### config.mk
export PLATFORM = sky130hd
export DESIGN_NAME = ssp_uart_arbiter
export DESIGN_NICKNAME = d
export VERILOG_FILES = /design/src/rtl/ssp_arb_pkg.sv /design/src/rtl/rr_arb2.sv /design/src/rtl/ssp_uart_arbiter.sv
export SDC_FILE = /design/constraint.sdc
export NUM_CORES = 1
export LEC_CHECK = 0
export ABC_AREA = 1
export BUFFER_PORTS_ARGS = -buffer_cell sky130_fd_sc_hd__buf_2
export CAP_MARGIN = 40
export CORE_MARGIN = 3
export CORE_UTILIZATION = 45
export CTS_CLUSTER_SIZE = 8
export DETAILED_ROUTE_END_ITERATION = 8
export PLACE_DENSITY = 0.75
export SLEW_MARGIN = 20
export SYNTH_ARGS = -nofsm -noshare
export SYNTH_HDL_FRONTEND = slang
export SYNTH_HIERARCHICAL = 1
export SYNTH_SLANG_ARGS = --single-unit
### constraint.sdc
create_clock -name Clk -period 4.5 [get_ports Clk]
set_input_delay 0 -clock Clk [delete_from_list [all_inputs] [get_ports Clk]]
set_output_delay 0 -clock Clk [all_outputs]
set_load 0.05 [all_outputs]
### src/rtl/ssp_arb_pkg.sv
// rtl/ssp_arb_pkg.sv - shared types and widths for the ssp_uart register-port arbiter
package ssp_arb_pkg;

    localparam int SSP_AW = 3;
    localparam int SSP_DW = 12;

    typedef enum logic [1:0] {
        IDLE   = 2'd0,
        SETUP  = 2'd1,
        ACCESS = 2'd2,
        DONE   = 2'd3
    } state_t;

    typedef struct packed {
        logic              wnr;
        logic [SSP_AW-1:0] addr;
        logic [SSP_DW-1:0] wdata;
    } ssp_req_t;

endpackage

### src/rtl/rr_arb2.sv
// rtl/rr_arb2.sv - combinational 2-way round-robin picker; a tie goes to the port that did not win last
module rr_arb2 (
    input  logic [1:0] req,
    input  logic       last,
    output logic [1:0] win
);

    assign win[0] = req[0] & (~req[1] | last);
    assign win[1] = req[1] & (~req[0] | ~last);

endmodule

### src/rtl/ssp_uart_arbiter.sv
// rtl/ssp_uart_arbiter.sv - shares the ssp_uart register port between host config (0) and streamer (1)
module ssp_uart_arbiter
    import ssp_arb_pkg::*;
#(
    parameter int SETUP_CYCLES = 1,
    parameter int AW           = SSP_AW,
    parameter int DW           = SSP_DW
) (
    input  logic            Clk,
    input  logic            Rst_n,
    input  logic [1:0]      req_i,
    input  logic [1:0]      wnr_i,
    input  logic [2*AW-1:0] addr_i,
    input  logic [2*DW-1:0] wdata_i,
    output logic [1:0]      gnt_o,
    output logic [1:0]      done_o,
    output logic [DW-1:0]   rdata_o,
    output logic            busy_o,
    output logic            SSP_SSEL,
    output logic [AW-1:0]   SSP_RA,
    output logic            SSP_WnR,
    output logic [DW-1:0]   SSP_DI,
    output logic            SSP_EOC,
    input  logic [DW-1:0]   SSP_DO
);

    state_t          r_state;
    logic            r_last;
    logic            r_owner;
    logic [3:0]      r_cnt;
    logic            r_ssel;
    logic            r_eoc;
    logic [AW-1:0]   r_ra;
    logic            r_wnr;
    logic [DW-1:0]   r_di;
    logic [DW-1:0]   r_rdata;
    logic [1:0]      r_done;

    logic [1:0]      w_win;
    logic            w_sel;
    logic            w_wnr;
    logic [AW-1:0]   w_addr;
    logic [DW-1:0]   w_wdata;

    rr_arb2 u_rr_arb2 (
        .req  (req_i),
        .last (r_last),
        .win  (w_win)
    );

    assign w_sel   = w_win[1];
    assign w_wnr   = w_sel ? wnr_i[1] : wnr_i[0];
    assign w_addr  = w_sel ? addr_i[2*AW-1:AW] : addr_i[AW-1:0];
    assign w_wdata = w_sel ? wdata_i[2*DW-1:DW] : wdata_i[DW-1:0];

    // Grant is a same-cycle decode of the IDLE pick; held off while reset is asserted
    assign gnt_o    = (r_state == IDLE && Rst_n) ? w_win : 2'b00;
    assign done_o   = r_done;
    assign rdata_o  = r_rdata;
    assign busy_o   = (r_state != IDLE);
    assign SSP_SSEL = r_ssel;
    assign SSP_EOC  = r_eoc;
    assign SSP_RA   = r_ra;
    assign SSP_WnR  = r_wnr;
    assign SSP_DI   = r_di;

    always_ff @(posedge Clk or negedge Rst_n) begin
        if (!Rst_n) begin
            r_state <= IDLE;
            r_last  <= 1'b1;
            r_owner <= 1'b0;
            r_cnt   <= 4'd0;
            r_ssel  <= 1'b0;
            r_eoc   <= 1'b0;
            r_ra    <= '0;
            r_wnr   <= 1'b0;
            r_di    <= '0;
            r_rdata <= '0;
            r_done  <= 2'b00;
        end else begin
            case (r_state)
                IDLE: begin
                    r_done <= 2'b00;
                    if (|w_win) begin
                        r_owner <= w_sel;
                        r_last  <= w_sel;
                        r_ra    <= w_addr;
                        r_wnr   <= w_wnr;
                        r_di    <= w_wnr ? w_wdata : '0;
                        r_cnt   <= 4'(SETUP_CYCLES - 1);
                        r_ssel  <= 1'b1;
                        r_state <= SETUP;
                    end
                end
                SETUP: begin
                    if (r_cnt == 4'd0) begin
                        r_eoc   <= 1'b1;
                        r_state <= ACCESS;
                    end else begin
                        r_cnt <= r_cnt - 4'd1;
                    end
                end
                ACCESS: begin
                    r_eoc  <= 1'b0;
                    r_ssel <= 1'b0;
                    if (!r_wnr) begin
                        r_rdata <= SSP_DO;
                    end
                    r_done  <= r_owner ? 2'b10 : 2'b01;
                    r_state <= DONE;
                end
                DONE: begin
                    r_done  <= 2'b00;
                    r_state <= IDLE;
                end
                default: r_state <= IDLE;
            endcase
        end
    end

    a_eoc_ssel: assert property (@(posedge Clk) disable iff (!Rst_n) SSP_EOC |-> SSP_SSEL);
    a_gnt_1h:   assert property (@(posedge Clk) disable iff (!Rst_n) $onehot0(gnt_o));
    a_done_1h:  assert property (@(posedge Clk) disable iff (!Rst_n) $onehot0(done_o));
    a_gnt_idle: assert property (@(posedge Clk) disable iff (!Rst_n) (gnt_o != 2'b00) |-> (r_state == IDLE));

endmodule

==> impl_metrics.json <==
{
  "status": "finished clean",
  "coreArea_mm2": 0.00414,
  "hp-class": "in -> reg",
  "max_freq_ghz": 0.437,
  "cts_htree_levels": 2,
  "clock_sinks": 40,
  "endpoint_kind": "output pin",
  "grt_pass1_vias": 1689,
  "nets": 385,
  "pre_cts_ws_ps": 2340,
  "cp.arrival_ps": 2290,
  "viasPerCell": 4.85,
  "die_w_um": 72.8,
  "setup.worst_path.class": "reg -> out",
  "fin_tns_setup_ps": 0,
  "gp_congestion": 0.782,
  "fp.dieArea_mm2": 0.00530,
  "antenna_found_initial": 0,
  "yosys_warnings": 6,
  "start_kind": "flop",
  "cts_buffers": 5,
  "required_ps": 4500,
  "period_share": 0.509,
  "power.leakage_nw": 1.51,
  "ys_ff_latch": 40,
  "final_area_mm2": 0.00271,
  "fp-row-count": 23,
  "utilization": 0.654,
  "cts_resized": 0,
  "root_buffer": "clkbuf_8",
  "fin_ws_ps": 2210,
  "fp.dieH_um": 72.8,
  "synth_edf_count": 0,
  "antenna_left": 0,
  "final_common_cell": "buf_2",
  "clock_path_buffers": 2,
  "syn-num-nets": 287,
  "use_met3": 0.0510,
  "insertion_delay_ps": 290,
  "portBuffers": 82,
  "drtIter0Drc": 82,
  "use_met2": 0.309,
  "gr-total-overflow": 0,
  "ys_types": 26,
  "areaGrowthSynthToFinish_pct": 35.0,
  "ios": 83,
  "synth_flop_cell": "dfrtp_1",
  "hold_viol_final": 0,
  "clk_pin_slew_ps": 80,
  "syn_inst": 233,
  "timing.hold.ws_ps": 30.2,
  "syn_area_per_cell_um2": 8.61,
  "slew_viol_final": 0,
  "worst_slew_pin_slew_ps": 779,
  "grt_setup_unrepaired": "false",
  "first_pass_iters": 4,
  "grtUsageTotal": 0.182,
  "async_flop_share": 1.00,
  "mostFrequentLayoutCells": "buf_2 (82), nand2_1 (80), dfrtp_1 (39)",
  "post-dp-hpwl_um": 3380,
  "clock-skew-final_ps": 4.49,
  "setup_viol": 0,
  "fin_crit_ps": 2290,
  "seq_area_frac_synth": 0.499,
  "syn_area_mm2": 0.00201,
  "top_usage_layer": "met2",
  "start_util": 0.484,
  "use_met1": 0.226,
  "post_drt_wl_per_cell_um": 12.2,
  "maxCapViolCount": 0,
  "grt_max_degree": 42,
  "diodes": 0,
  "cts_tree": "yes",
  "drc": 0,
  "critical_path.max_fanout": 20,
  "drive_above_1_share": 0.373,
  "power_density_mw_per_mm2": 800,
  "n_fill_cell": 355,
  "irDropWorstVdd_mv": 0.336,
  "max_slew_margin": 0.477,
  "dpl-instance-area_mm2": 0.00243,
  "routed_wl_um": 4670,
  "vias": 1853,
  "grt_pass1_wl_um": 7510
}
==> critical path, stage by stage (launching register included) <==
cell,delay [ps]
dfstp_2,380
a21boi_2,620
inv_1,410
nor3_1,280
buf_2,300
==> flip-flops by register name, summed over array words and instances (netlist names) <==
register  flops
r_cnt         4
SSP_RA        3
SSP_EOC       1
SSP_DI       12
rdata_o      12
SSP_WnR       1
r_owner       1
done_o        2
SSP_SSEL      1
r_state       2
r_last        1
==> layout make-up <==
| type | count | area [um2] | area share |
|---|---|---|---|
| clock inverters | 2 | 38.8 | 0.0143 |
| well taps | 50 | 62.6 | 0.0231 |
| repair buffers | 99 | 578 | 0.213 |
| flip-flops and latches | 40 | 1000 | 0.370 |
| clock buffers | 6 | 82.6 | 0.0305 |
| inverters | 21 | 81.3 | 0.0300 |
| multi-input cells | 164 | 863 | 0.319 |
==> synthesized netlist by cell type, drive strengths merged (2+ instances only) <==
cell type   n  share of area
o211ai      3          0.011
or2        16          0.050
ha          6          0.037
inv        21          0.041
nand2      81           0.16
clkbuf      3         0.0056
nor3        3          0.010
nor2        3         0.0056
buf         5          0.024
a21oi       2         0.0069
dfrtp      39           0.49
o21ai      28          0.094
nand3      19          0.047
==> final timing paths <==
kind | startpoint | to | slack, ps | depth (start not counted)
min in group asynchronous | Rst_n | rdata_o[2] | 300 | 3
max in group asynchronous | Rst_n | r_last | 3840 | 3
worst max-delay path | r_last | gnt_o[1] | 2210 | 4
worst min-delay path | addr_i[3] | SSP_RA[0] | 30 | 4
worst max register to register | r_last | SSP_RA[1] | 2410 | 5
worst min register to register | rdata_o[3] | rdata_o[3] | 470 | 2
==> where the power goes <==
group | switching (mW) | leakage (nW) | internal, mW
sequential | 0.0937 | 0.505 | 0.530
clock | 0.127 | 0.0614 | 0.181
combinational | 0.922 | 0.946 | 0.314
==> per-stage QoR <==
stage,total power [mW],instances
4_1_cts,2.18,382
3_3_place_gp,1.83,358
5_1_grt,2.31,382
3_5_place_dp,1.86,358
6_report,2.17,382
2_1_floorplan,1.59,233
==> per-layer routing <==
layer  wire length [um]  vias to the layer above
met3                343                        6
li1                   -                      939
met5                  0                        -
met4                 53                        0
met1               1930                      841
met2               2340                       67
==> logic make-up (layout without fill, tap and decap cells) <==
logic type	after synthesis	in the layout	share of synthesized area
simple gates	123	123	0.271
compound gates	35	35	0.122
flops	40	40	0.499
buf+inv	29	128	0.0704
fa+ha+maj	6	6	0.0374
==> what timing repair did <==
item,4_1_cts,5_1_grt
hold buffers,16,0
setup buffers,0,0
endpoints found under the hold margin,54,0
Note: power is estimated with default switching activity, not from simulation.
